==> config.mk <==
export PLATFORM = sky130hd
export DESIGN_NAME = rc4_stream_xor
export DESIGN_NICKNAME = d
export VERILOG_FILES = /design/src/rtl/rc4_stream_xor.sv
export SDC_FILE = /design/constraint.sdc
export NUM_CORES = 1
export LEC_CHECK = 0
export ABC_AREA = 1
export CAP_MARGIN = 5
export CORE_ASPECT_RATIO = 1.1
export CORE_MARGIN = 2
export CORE_UTILIZATION = 50
export CTS_CLUSTER_DIAMETER = 200
export DETAILED_ROUTE_END_ITERATION = 8
export PLACE_DENSITY = 0.8
export SKIP_LAST_GASP = 1
export SYNTH_ARGS = -nofsm -noshare
export SYNTH_HDL_FRONTEND = slang
export SYNTH_SLANG_ARGS = --single-unit
export TNS_END_PERCENT = 5
==> constraint.sdc <==
create_clock -name clk -period 3.1 [get_ports clk]
set_input_delay 0.31 -clock clk [delete_from_list [all_inputs] [get_ports clk]]
set_output_delay 0.31 -clock clk [all_outputs]
set_load 0.02 [all_outputs]
==> src/rtl/rc4_stream_xor.sv <==
// Purpose: XORs a byte stream with RC4 keystream bytes buffered in an 8-entry FIFO.
// Latency: 1 cycle from an accepted din byte to dout_valid.
// Backpressure: a stalled dout holds din_ready low; a full FIFO drops keystream and sets ovf_err.
//
// Ports:
//   clk, rst           clock; asynchronous active-low reset
//   start, msg_len     message start request and byte length (sampled on accepted start)
//   init_done          keystream generator key schedule complete
//   ks_start           keystream generator start/valid request (high while waiting for init)
//   ks_valid, ks_byte  keystream byte from the generator
//   din*, dout*        data in / XOR result out, valid/ready handshakes
//   busy, done         message in progress; one-cycle completion pulse
//   ovf_err, byte_cnt  sticky keystream overflow flag; bytes delivered this message
//
// Build option: define RC4_DROP_EN to discard the first 256 keystream bytes after
// reset (RC4-drop[256]). Without it the DROP state is never entered.

module rc4_stream_xor (
  input  logic        clk,
  input  logic        rst,
  input  logic        start,
  input  logic [15:0] msg_len,
  input  logic        init_done,
  output logic        ks_start,
  input  logic        ks_valid,
  input  logic [7:0]  ks_byte,
  input  logic [7:0]  din,
  input  logic        din_valid,
  output logic        din_ready,
  output logic [7:0]  dout,
  output logic        dout_valid,
  input  logic        dout_ready,
  output logic        busy,
  output logic        done,
  output logic        ovf_err,
  output logic [15:0] byte_cnt
);

`ifdef RC4_DROP_EN
  localparam logic DROP_ON = 1'b1;
`else
  localparam logic DROP_ON = 1'b0;
`endif

  typedef enum logic [1:0] {
    IDLE      = 2'd0,
    WAIT_INIT = 2'd1,
    DROP      = 2'd2,
    RUN       = 2'd3
  } state_t;

  state_t      state;
  logic [15:0] len_q;      // latched message length
  logic [15:0] acc_cnt;    // bytes accepted on din this message
  logic [8:0]  drop_cnt;   // keystream bytes discarded in DROP
  logic        drop_pend;  // drop still owed since reset

  // Keystream FIFO
  logic [7:0]  fifo_mem [8];
  logic [2:0]  wr_ptr;
  logic [2:0]  rd_ptr;
  logic [3:0]  fifo_cnt;
  logic        fifo_full;
  logic        fifo_empty;
  logic [7:0]  fifo_head;

  // Handshake / control decode
  logic        start_go;
  logic        accept;
  logic        out_hs;
  logic        last_out;
  logic        flush;
  logic        push_req;
  logic        push;
  logic        pop;
  logic        ovf_set;

  assign fifo_full  = (fifo_cnt == 4'd8);
  assign fifo_empty = (fifo_cnt == 4'd0);
  assign fifo_head  = fifo_mem[rd_ptr];

  // din_ready looks at dout_ready directly so a draining output slot can be
  // refilled in the same cycle, giving one byte per cycle throughput.
  assign din_ready = (state == RUN) && !fifo_empty &&
                     (!dout_valid || dout_ready) && (acc_cnt < len_q);

  assign start_go = (state == IDLE) && start && (msg_len != 16'd0);
  assign accept   = din_valid && din_ready;
  assign out_hs   = dout_valid && dout_ready;
  assign last_out = out_hs && (state == RUN) && ((byte_cnt + 16'd1) == len_q);
  assign flush    = start_go || last_out;

  // Keystream is only buffered while RUN; earlier bytes belong to nobody.
  assign push_req = (state == RUN) && ks_valid;
  assign pop      = accept;
  // On a full FIFO a simultaneous pop frees the slot, so the push is kept.
  assign push     = push_req && (!fifo_full || pop);
  assign ovf_set  = push_req && fifo_full && !pop;

  // FIFO storage: no reset needed, the pointers define what is valid.
  always_ff @(posedge clk) begin
    if (push) begin
      fifo_mem[wr_ptr] <= ks_byte;
    end
  end

  // FIFO pointers and occupancy
  always_ff @(posedge clk or negedge rst) begin
    if (!rst) begin
      wr_ptr   <= 3'd0;
      rd_ptr   <= 3'd0;
      fifo_cnt <= 4'd0;
    end else if (flush) begin
      wr_ptr   <= 3'd0;
      rd_ptr   <= 3'd0;
      fifo_cnt <= 4'd0;
    end else begin
      if (push) begin
        wr_ptr <= wr_ptr + 3'd1;
      end
      if (pop) begin
        rd_ptr <= rd_ptr + 3'd1;
      end
      case ({push, pop})
        2'b10:   fifo_cnt <= fifo_cnt + 4'd1;
        2'b01:   fifo_cnt <= fifo_cnt - 4'd1;
        default: fifo_cnt <= fifo_cnt;
      endcase
    end
  end

  // Control FSM with registered status outputs
  always_ff @(posedge clk or negedge rst) begin
    if (!rst) begin
      state      <= IDLE;
      len_q      <= 16'd0;
      acc_cnt    <= 16'd0;
      byte_cnt   <= 16'd0;
      dout       <= 8'd0;
      dout_valid <= 1'b0;
      ks_start   <= 1'b0;
      busy       <= 1'b0;
      done       <= 1'b0;
      ovf_err    <= 1'b0;
      drop_cnt   <= 9'd0;
      drop_pend  <= 1'b1;
    end else begin
      done <= 1'b0;

      if (start_go) begin
        ovf_err <= 1'b0;
      end else if (ovf_set) begin
        ovf_err <= 1'b1;
      end

      // Output register: load on accept, otherwise release once taken.
      if (accept) begin
        dout       <= din ^ fifo_head;
        dout_valid <= 1'b1;
        acc_cnt    <= acc_cnt + 16'd1;
      end else if (out_hs) begin
        dout_valid <= 1'b0;
      end

      if (out_hs) begin
        byte_cnt <= byte_cnt + 16'd1;
      end

      case (state)
        IDLE: begin
          if (start) begin
            if (msg_len != 16'd0) begin
              len_q    <= msg_len;
              acc_cnt  <= 16'd0;
              byte_cnt <= 16'd0;
              state    <= WAIT_INIT;
              ks_start <= 1'b1;
              busy     <= 1'b1;
            end else begin
              done <= 1'b1;
            end
          end
        end

        WAIT_INIT: begin
          // A generator that is already initialised passes straight through.
          if (init_done) begin
            ks_start <= 1'b0;
            if (DROP_ON && drop_pend) begin
              state <= DROP;
            end else begin
              state <= RUN;
            end
          end
        end

        DROP: begin
          if (ks_valid) begin
            if (drop_cnt == 9'd255) begin
              drop_cnt  <= 9'd0;
              drop_pend <= 1'b0;
              state     <= RUN;
            end else begin
              drop_cnt <= drop_cnt + 9'd1;
            end
          end
        end

        RUN: begin
          if (last_out) begin
            done  <= 1'b1;
            busy  <= 1'b0;
            state <= IDLE;
          end
        end

        default: begin
          state    <= IDLE;
          ks_start <= 1'b0;
          busy     <= 1'b0;
        end
      endcase
    end
  end

endmodule

* After elaboration in Yosys (flattened, before gate mapping) *
Memories as Yosys holds them, arrays and structs flattened.
Index checks and enable logic that the tools add are counted.

word-level totals
  register bits = 82
  bits in writable memories = 64
  bits of input ports = 39
  output and inout bits = 30
  logic and storage cells = 111
  memories kept = 1

cells by class
  add/subtract/negate cells = 7
  $lt $le $gt $ge = 1
  eq/ne operators = 14
  muxes and demuxes = 38
  bitwise gates (word level) = 1
  reductions and logical operators = 35

memories
  name      depth  bits a word  rd ports  clocked after Yosys merged registers in  write ports  RTL line  text
  fifo_mem  8      8            1         0                                        1            59        logic [7:0] fifo_mem [8];

operators by type and width
  kind                                           count
  2-to-1 mux 16 bit                              8
  adder 16 x 1 -> 16 bit, second input constant  2
  == test 16 bit                                 1
  less-than comparator 16 bit                    1
  nonzero test 16 bit                            1
  logical AND 1 bit                              13
  2-to-1 mux 1 bit                               13
  2-to-1 mux 2 bit                               6
  2-to-1 mux 3 bit                               4
  nonzero test 2 bit                             6
  inequality test 2 bit, second input constant   5
  adder 9 x 1 -> 9 bit, second input constant    1
  == test 9 x 8 -> 1 bit, second input constant  1
  2-to-1 mux 9 bit                               1
  one-hot mux 2 bit (4 select lines)             1
  one-hot mux 4 bit (2 select lines)             1
  AND reduction 4 bit                            2
  XOR 8 bit                                      1
  adder 3 x 1 -> 3 bit, second input constant    2
  == test 2 bit, second input constant           3
  one-hot mux 1 bit (2 select lines)             3
  AND reduction 6 bit                            1
  adder 4 x 1 -> 4 bit, second input constant    1
  == test 2 x 1 -> 1 bit, second input constant  2
  11 further kinds                               16

* Longest topological paths before layout *
Gate-level depths: netlist (run 1).

  depth after elaboration = 11
  depth in mapped cells = 18

* Worst setup path after synthesis (run 1) *
No wires, ideal clock.

  kind = register to register
  start point = register acc_cnt[13]
  end point = register fifo_cnt[3]
  arrival time = 2.374 ns
  setup slack = 0.601 ns
  stages on the path, launching flop included = 16
  period minus slack after synthesis = 2.499 ns
  cell sequence = dfrtp_1 > ha_1 > a21oi_1 > nor2_1 > nor2_1 > nand2_1 > nor2_2 > nand4_1 > inv_1 > ha_1 > a21oi_1 > nand2_1 > xor2_1 > xor2_1 > nand2_1 > a21oi_1

between the ends
  longest elaborated chain between the ends = 8
  elaborated cells between the ends (all ways) = 10
  classes of those cells = order compare (1); eq/ne (2); mux (2); reduce/logical (5)

ends and longest elaborated chain
  item                                                            RTL line  text
  start, declared                                                 54        logic [15:0] acc_cnt;
  start signal, assigned                                          160       acc_cnt <= acc_cnt + 16'd1;
  less-than comparator 16 bit (*)                                 85        (!dout_valid || dout_ready) && (acc_cnt < len_q);
  logical AND 1 bit (*)                                           85
  logical AND 1 bit (*)                                           88        assign accept = din_valid && din_ready;
  logical OR 1 bit                                                97        assign push = push_req && (!fifo_full || pop);
  logical AND 1 bit                                               97
  == test 2 x 1 -> 1 bit / == test 2 bit (equally long branches)  124       case ({push, pop})
  one-hot mux 4 bit (2 select lines)                              124
  2-to-1 mux 4 bit                                                113       end else if (flush) begin
  end signal, assigned                                            125       2'b10: fifo_cnt <= fifo_cnt + 4'd1;
  end signal, assigned                                            126       2'b01: fifo_cnt <= fifo_cnt - 4'd1;
  end signal, assigned                                            127       default: fifo_cnt <= fifo_cnt;
  end, declared                                                   62        logic [3:0] fifo_cnt;

Every way passes the cells marked *; elsewhere a longest branch is shown, timed or not.
A chain may end at the register's enable or synchronous reset.

* Worst setup path after layout (run 1) *
  start point = register acc_cnt[13]
  end point = output port din_ready

between the ends
  longest elaborated chain between the ends = 2

ends and longest elaborated chain
  item                         RTL line  text
  less-than comparator 16 bit  85
  logical AND 1 bit            85
  end, declared                29        output logic din_ready,

No other way between the ends.

==> run summary, run 1 <==
outcome: completed
post-synth net total: 954
Worst R2R End: fifo_cnt[3]
post-CTS setup buffer count: 0
pwr dens: 814.9 mW/mm^2
CP required: 2.79 ns
Final TNS setup: 0 ns
critical path's slowest cell: clkdlybuf4s50_1
WL per Instance: 14.75 um
Routed Antenna Nets: 0
met1 Use GR: 27.42%
die height: 133.4 um
largest net degree at the start of global routing: 83
placement row count: 47
fmax: 0.3542 GHz
initial core utilization: 50.78%
routed vias/inst: 5.299
first-pass GRT wire length: 29,010 um
CTS tree: yes
YS warnings: 0
layout cells sized above 1: 7.817%
critical path arrival: 2.51 ns
VDD IR max: 467.4 uV
cells on worst reg2reg path: 15
synth cell count leaders: nand2_1 (200), nor2_1 (108), inv_1 (100)
Tcrit/Tclk final: 91.06%
DP Area: 0.008601 mm^2
largest cells by area after synthesis: dfrtp_1 (27%), edfxtp_1 (25%), nand2_1 (9.9%), nor2_1 (5.3%), o21ai_0 (5.2%)
clock buffer depth: 2
GRT overflow: 0
htree depth: 4
Post-DP HPWL: 12,200 um
FFs w/ async S/R, synth: 56.16%
EDFF count, synth: 64
FF+latch count, synth: 146
crit-path cells: ha_1 > a21oi_1 > nor2_1 > nor2_1 > nand2_1 > nor2_2 > and2_1 > clkdlybuf4s50_1
R2R setup slack: 0.48 ns
post-CTS sizing: 0
Vias: 6,258
CTS clk-pin slew, worst paths: 0.07 ns
GR Layer Usage met3: 3.981%
Mapped Avg Cell Area: 8.585 um^2
Top FF cell, synth: dfrtp_1
die width: 121.7 um
port buffer count: 68
nets: 1,039
Post-Synthesis Cells: 887
worst setup path category: reg2out
Netlist cell types: 37
Clk Latency, worst-skew pair: 0.43 ns
DRC: 0
First DRT Iteration DRCs: 576
Slew Limit Fails: 0
initial antenna violation count: 0
Root Driver: clkbuf_16
core box area: 0.01500 mm^2
final-layout fill cell count: 1,247
RSZ-0062 raised after global routing: false
GRT Overall Usage: 22.98%
Pre-antenna DRT Iters: 5
wire length after detailed routing: 17,420 um
worst-margin pin slew: 1.116 ns
final instance area: 0.009188 mm^2
dpl cells: 1,149
Static Leak: 4.040 nW
register area share after synthesis: 52.19%
Reg-to-Reg Start: acc_cnt[13]
area share of the largest cell type after synthesis: 26.95%
Final Hold Viols: 0
CTS sink count: 146
area leader, netlist: dfrtp_1
CP most frequent cell: nor2_1
n_diodes: 0
class of the worst hold path: in2async
clock buffer count from CTS: 17
synthesized cell area: 0.007615 mm^2
post-route non-filler standard cell count: 1,181
Final Wtd Congestion: 0.8851
cts hold-fix bufs: 0
die area: 0.01623 mm^2
Worst setup EP type: output pin
final setup vio count: 0
Period minus WS final: 2.823 ns
top-count cell post-synth: nand2_1
vias in the first global route: 6,141
area delta synth->final: 20.65%
max_slew headroom: 25.61%
max cap viols: 0
highest net fanout along the worst path: 5
Worst Skew: 0.008697 ns
max incr delay on CP: 0.61 ns
met2 global-route usage: 40.48%
nature of the critical path startpoint: register
Ports: 69
most crowded layer after global routing: met2
==> metal layers <==
metal | part of all wire [%] | up-vias
li1 | - | 3121
met1 | 40 | 2897
met2 | 52 | 200
met3 | 5.4 | 40
met4 | 2.7 | 0
met5 | 0 | -
==> worst max-delay path: cells and delay by family (launching register included) <==
family	cells	cell delay [ns]
buffers and inverters	1	0.61
and+or+nand+nor	5	0.55
DFF	1	0.44
adders and majority gates	1	0.32
AOI/OAI and AO/OA	1	0.16
==> cell usage in the layout, fill, tap and decap left out, drive strengths merged, types with 9 or more instances in the layout <==
| cell | netlist | layout |
|---|---|---|
| nand2 | 208 | 208 |
| nor2 | 117 | 117 |
| inv | 101 | 110 |
| dfrtp | 82 | 82 |
| o21ai | 79 | 79 |
| clkdlybuf4s50 | 0 | 67 |
| nand3 | 65 | 65 |
| edfxtp | 64 | 64 |
| a21oi | 35 | 35 |
| ha | 27 | 27 |
| buf | 4 | 20 |
| xor2 | 18 | 18 |
| clkbuf | 17 | 17 |
| nand4 | 16 | 16 |
| nor3 | 12 | 12 |
| o22ai | 9 | 9 |
==> worst max path at each step <==
stage                 from           to  slack (ns)  depth (start not counted)
2_1_floorplan  acc_cnt[13]  fifo_cnt[3]        0.60                         15
3_3_place_gp    dout_ready  fifo_cnt[3]        0.44                         16
3_5_place_dp    dout_ready  fifo_cnt[3]        0.40                         16
4_1_cts        acc_cnt[13]    din_ready        0.25                          8
5_1_grt           state[0]    din_ready        0.13                          9
6_report       acc_cnt[13]    din_ready        0.28                          8
==> registers in the layout, summed over array words and instances (netlist names) <==
register and count:
rd_ptr 3, wr_ptr 3, dout_valid 1, drop_cnt 9
acc_cnt 16, busy 1, fifo_cnt 4, dout 8
ks_start 1, done 1, len_q 16, fifo_mem 64
ovf_err 1, byte_cnt 16, state 2
==> power by group <==
group	switching [mW]	total, mW	internal (mW)
combinational	1.72	2.78	1.07
sequential	0.297	2.69	2.39
clock	0.937	2.02	1.08
total	2.95	7.49	4.54
==> cell type report <==
class / instances / area, um^2 / area share, %
clock buffers: 17 / 425.4 / 4.630
well taps: 196 / 245.2 / 2.669
repair buffers: 87 / 820.8 / 8.934
multi-input cells: 619 / 3182 / 34.63
clock inverters: 15 / 161.4 / 1.757
inverters: 101 / 379.1 / 4.126
flip-flops and latches: 146 / 3974 / 43.25
==> per-stage QoR <==
stage               hold WS (ns)  util [%]  power (mW)  setup WS (ns)
finish                   0.07763     61.27       7.487         0.2771
global route              0.1928     61.27       8.032         0.1272
CTS                       0.1259     61.27       7.531         0.2461
detailed placement        0.4719     57.36       5.495         0.4022
global placement          0.4571     57.36       5.382         0.4389
floorplan                0.01441         -       4.586         0.6011
==> cells by family (layout without fill, tap and decap cells) <==
family / after synthesis / count (layout) / synth area share (%)
DFF: 146 / 146 / 52.19
AOI/OAI and AO/OA: 141 / 141 / 10.11
adders and majority gates: 28 / 28 / 4.699
xor gates and xnor gates: 25 / 25 / 2.875
and+or+nand+nor: 425 / 425 / 24.07
buffers and inverters: 122 / 220 / 6.063
Note: power is estimated with default switching activity, not from simulation.
==> inputs of run 2 (changes only) <==
--- a/config.mk
+++ b/config.mk
@@ -12,7 +12,7 @@
 export CORE_UTILIZATION = 50
 export CTS_CLUSTER_DIAMETER = 200
 export DETAILED_ROUTE_END_ITERATION = 8
-export PLACE_DENSITY = 0.8
+export PLACE_DENSITY_LB_ADDON = 0.25
 export SKIP_LAST_GASP = 1
 export SYNTH_ARGS = -nofsm -noshare
 export SYNTH_HDL_FRONTEND = slang
==> run summary, run 2 (synthesis results as in run 1) <==
outcome: completed (unchanged)
max cap viols: 0 (unchanged)
WL per Instance: 14.36 um (was 14.75 um)
First DRT Iteration DRCs: 360 (was 576)
Vias: 6,198 (was 6,258)
Clk Latency, worst-skew pair: 0.43 ns (about the same)
Slew Limit Fails: 0 (unchanged)
cells on worst reg2reg path: 16 (was 15)
Sequential Power Share: 35.8% (was 35.9%)
die height: 133.4 um (unchanged)
clock buffer depth: 2 (unchanged)
nature of the critical path startpoint: register (unchanged)
die area: 0.01623 mm^2 (unchanged)
Ports: 69 (unchanged)
Post-DP HPWL: 12,240 um (was 12,200 um)
pwr dens: 822.8 mW/mm^2 (was 814.9 mW/mm^2)
class of the worst hold path: in2async (unchanged)
CP most frequent cell: nor2_1 (unchanged)
RSZ-0062 raised after global routing: false (unchanged)
Tcrit/Tclk final: 93.19% (was 91.06%)
max incr delay on CP: 0.61 ns (about the same)
post-CTS sizing: 0 (unchanged)
dpl cells: 1,147 (was 1,149)
power share of the clock group: 28.1% (was 26.9%)
wire length after detailed routing: 16,940 um (was 17,420 um)
post-CTS setup buffer count: 0 (unchanged)
htree depth: 4 (unchanged)
crit-path cells: ha_1 > inv_1 > nor2_1 > nand3_1 > nor2_1 > nand2_1 > nor2_2 > and2_1 > clkdlybuf4s50_1 (was ha_1 > a21oi_1 > nor2_1 > nor2_1 > nand2_1 > nor2_2 > and2_1 > clkdlybuf4s50_1)
worst-margin pin slew: 0.5544 ns (was 1.116 ns)
WP depth: 9 (was 8)
CTS tree: yes (unchanged)
Routed Antenna Nets: 0 (unchanged)
max reg flops: 64 (unchanged)
initial core utilization: 50.78% (unchanged)
internal power: 4.672 mW (was 4.538 mW)
Period minus WS final: 2.889 ns (was 2.823 ns)
Final Wtd Congestion: 0.8540 (was 0.8851)
first-pass GRT wire length: 28,150 um (was 29,010 um)
GRT Overall Usage: 22.20% (was 22.98%)
CP required: 2.79 ns (about the same)
Worst Skew: 0.01044 ns (was 0.008697 ns)
DRC: 0 (unchanged)
core box area: 0.01500 mm^2 (unchanged)
net switching power: 2.912 mW (was 2.949 mW)
worst setup slack after layout: 0.2112 ns (was 0.2771 ns)
final setup vio count: 0 (unchanged)
commonest non-fill, non-tap cell in the layout: nand2_1 (unchanged)
GRT overflow: 0 (unchanged)
Root Driver: clkbuf_16 (unchanged)
Final Hold Viols: 0 (unchanged)
worst setup path category: reg2out (unchanged)
routed vias/inst: 5.253 (was 5.299)
Comb pwr share: 36.1% (was 37.2%)
largest register by flop count: fifo_mem (unchanged)
VDD IR max: 519.3 uV (was 467.4 uV)
highest net fanout along the worst path: 5 (unchanged)
post-route non-filler standard cell count: 1,180 (was 1,181)
n_diodes: 0 (unchanged)
CP bufs+invs: 2 (was 1)
port buffer count: 68 (unchanged)
Crit path max-delay family: buffers and inverters (unchanged)
fmax: 0.3462 GHz (was 0.3542 GHz)
vias in the first global route: 5,898 (was 6,141)
CTS clk-pin slew, worst paths: 0.07 ns (about the same)
critical path arrival: 2.58 ns (was 2.51 ns)
critical path's slowest cell: clkdlybuf4s50_1 (unchanged)
total power: 7.584 mW (was 7.487 mW)
Final TNS setup: 0 ns (unchanged)
Pre-antenna DRT Iters: 5 (unchanged)
largest net degree at the start of global routing: 47 (was 83)
CTS sink count: 146 (unchanged)
most frequent cells in the layout: nand2_1 (200), nor2_1 (107), inv_1 (100) (unchanged)
initial antenna violation count: 0 (unchanged)
die width: 121.7 um (unchanged)
Static Leak: 4.047 nW (was 4.040 nW)
max_slew headroom: 62.75% (was 25.61%)
placement row count: 47 (unchanged)
cts hold-fix bufs: 1 (was 0)
Worst setup EP type: output pin (unchanged)
layout cells sized above 1: 7.724% (was 7.817%)
pre-CTS setup slack: 0.3525 ns (was 0.4022 ns)
clock buffer count from CTS: 17 (unchanged)
area delta synth->final: 21.05% (was 20.65%)
nets: 1,038 (was 1,039)
Sw Ratio: 38.39% (was 39.39%)
## run 2: changes by cell type in the layout (fill, tap and decap cells not counted), sizes merged
cell	before	now
buf	20	18
bufinv	0	2
clkinv	6	2
clkinvlp	0	1
dlygate4sd3	0	1
inv	110	111
## run 2: final timing paths
kind	endpoint	slack, ns	start
max in group asynchronous	acc_cnt[4]	2.09	rst
setup / recovery	din_ready	0.21	state[0]
hold / removal	byte_cnt[14]	0.38	rst
setup reg to reg	fifo_cnt[3]	0.40	state[0]
min in group clk	len_q[0]	0.48	msg_len[0]
hold reg to reg	busy	0.48	busy
## run 2: per-stage QoR
step | hold slack (ns) | utilization, % | instance area, um^2
3_3_place_gp | 0.3160 | 57.34 | 8598
3_5_place_dp | 0.3155 | 57.34 | 8598
2_1_floorplan | 0.01441 | - | 7615
4_1_cts | 0.4093 | 61.47 | 9218
6_report | 0.3773 | 61.47 | 9218
5_1_grt | 0.4562 | 61.47 | 9218
## run 2: routing by layer
| metal | vias to the layer above | GRT usage, % | routed length (um) |
|---|---|---|---|
| li1 | 3128 | - | - |
| met2 | 171 | 37.64 | 8482 |
| met4 | 0 | 9.898 | 512 |
| met5 | - | 0 | 0 |
| met3 | 30 | 4.238 | 781 |
| met1 | 2869 | 27.52 | 7166 |
## run 2: cell type report
cell class              count  area [um^2]
fillers                  1307         5778
flip-flops and latches    146         3974
multi-input cells         619         3182
clock buffers              17        425.4
inverters                 101        379.1
clock inverters            15        183.9
repair buffers             86        828.3
well taps                 196        245.2
## run 2: power by group through the flow
stage	Combinational, mW	Sequential, mW	Clock (mW)
after global routing	3.10	2.77	2.25
after floorplan	1.77	2.81	0
after detailed placement	2.74	2.75	0
after CTS	2.76	2.71	2.16
final	2.74	2.71	2.13
after global placement	2.68	2.74	0
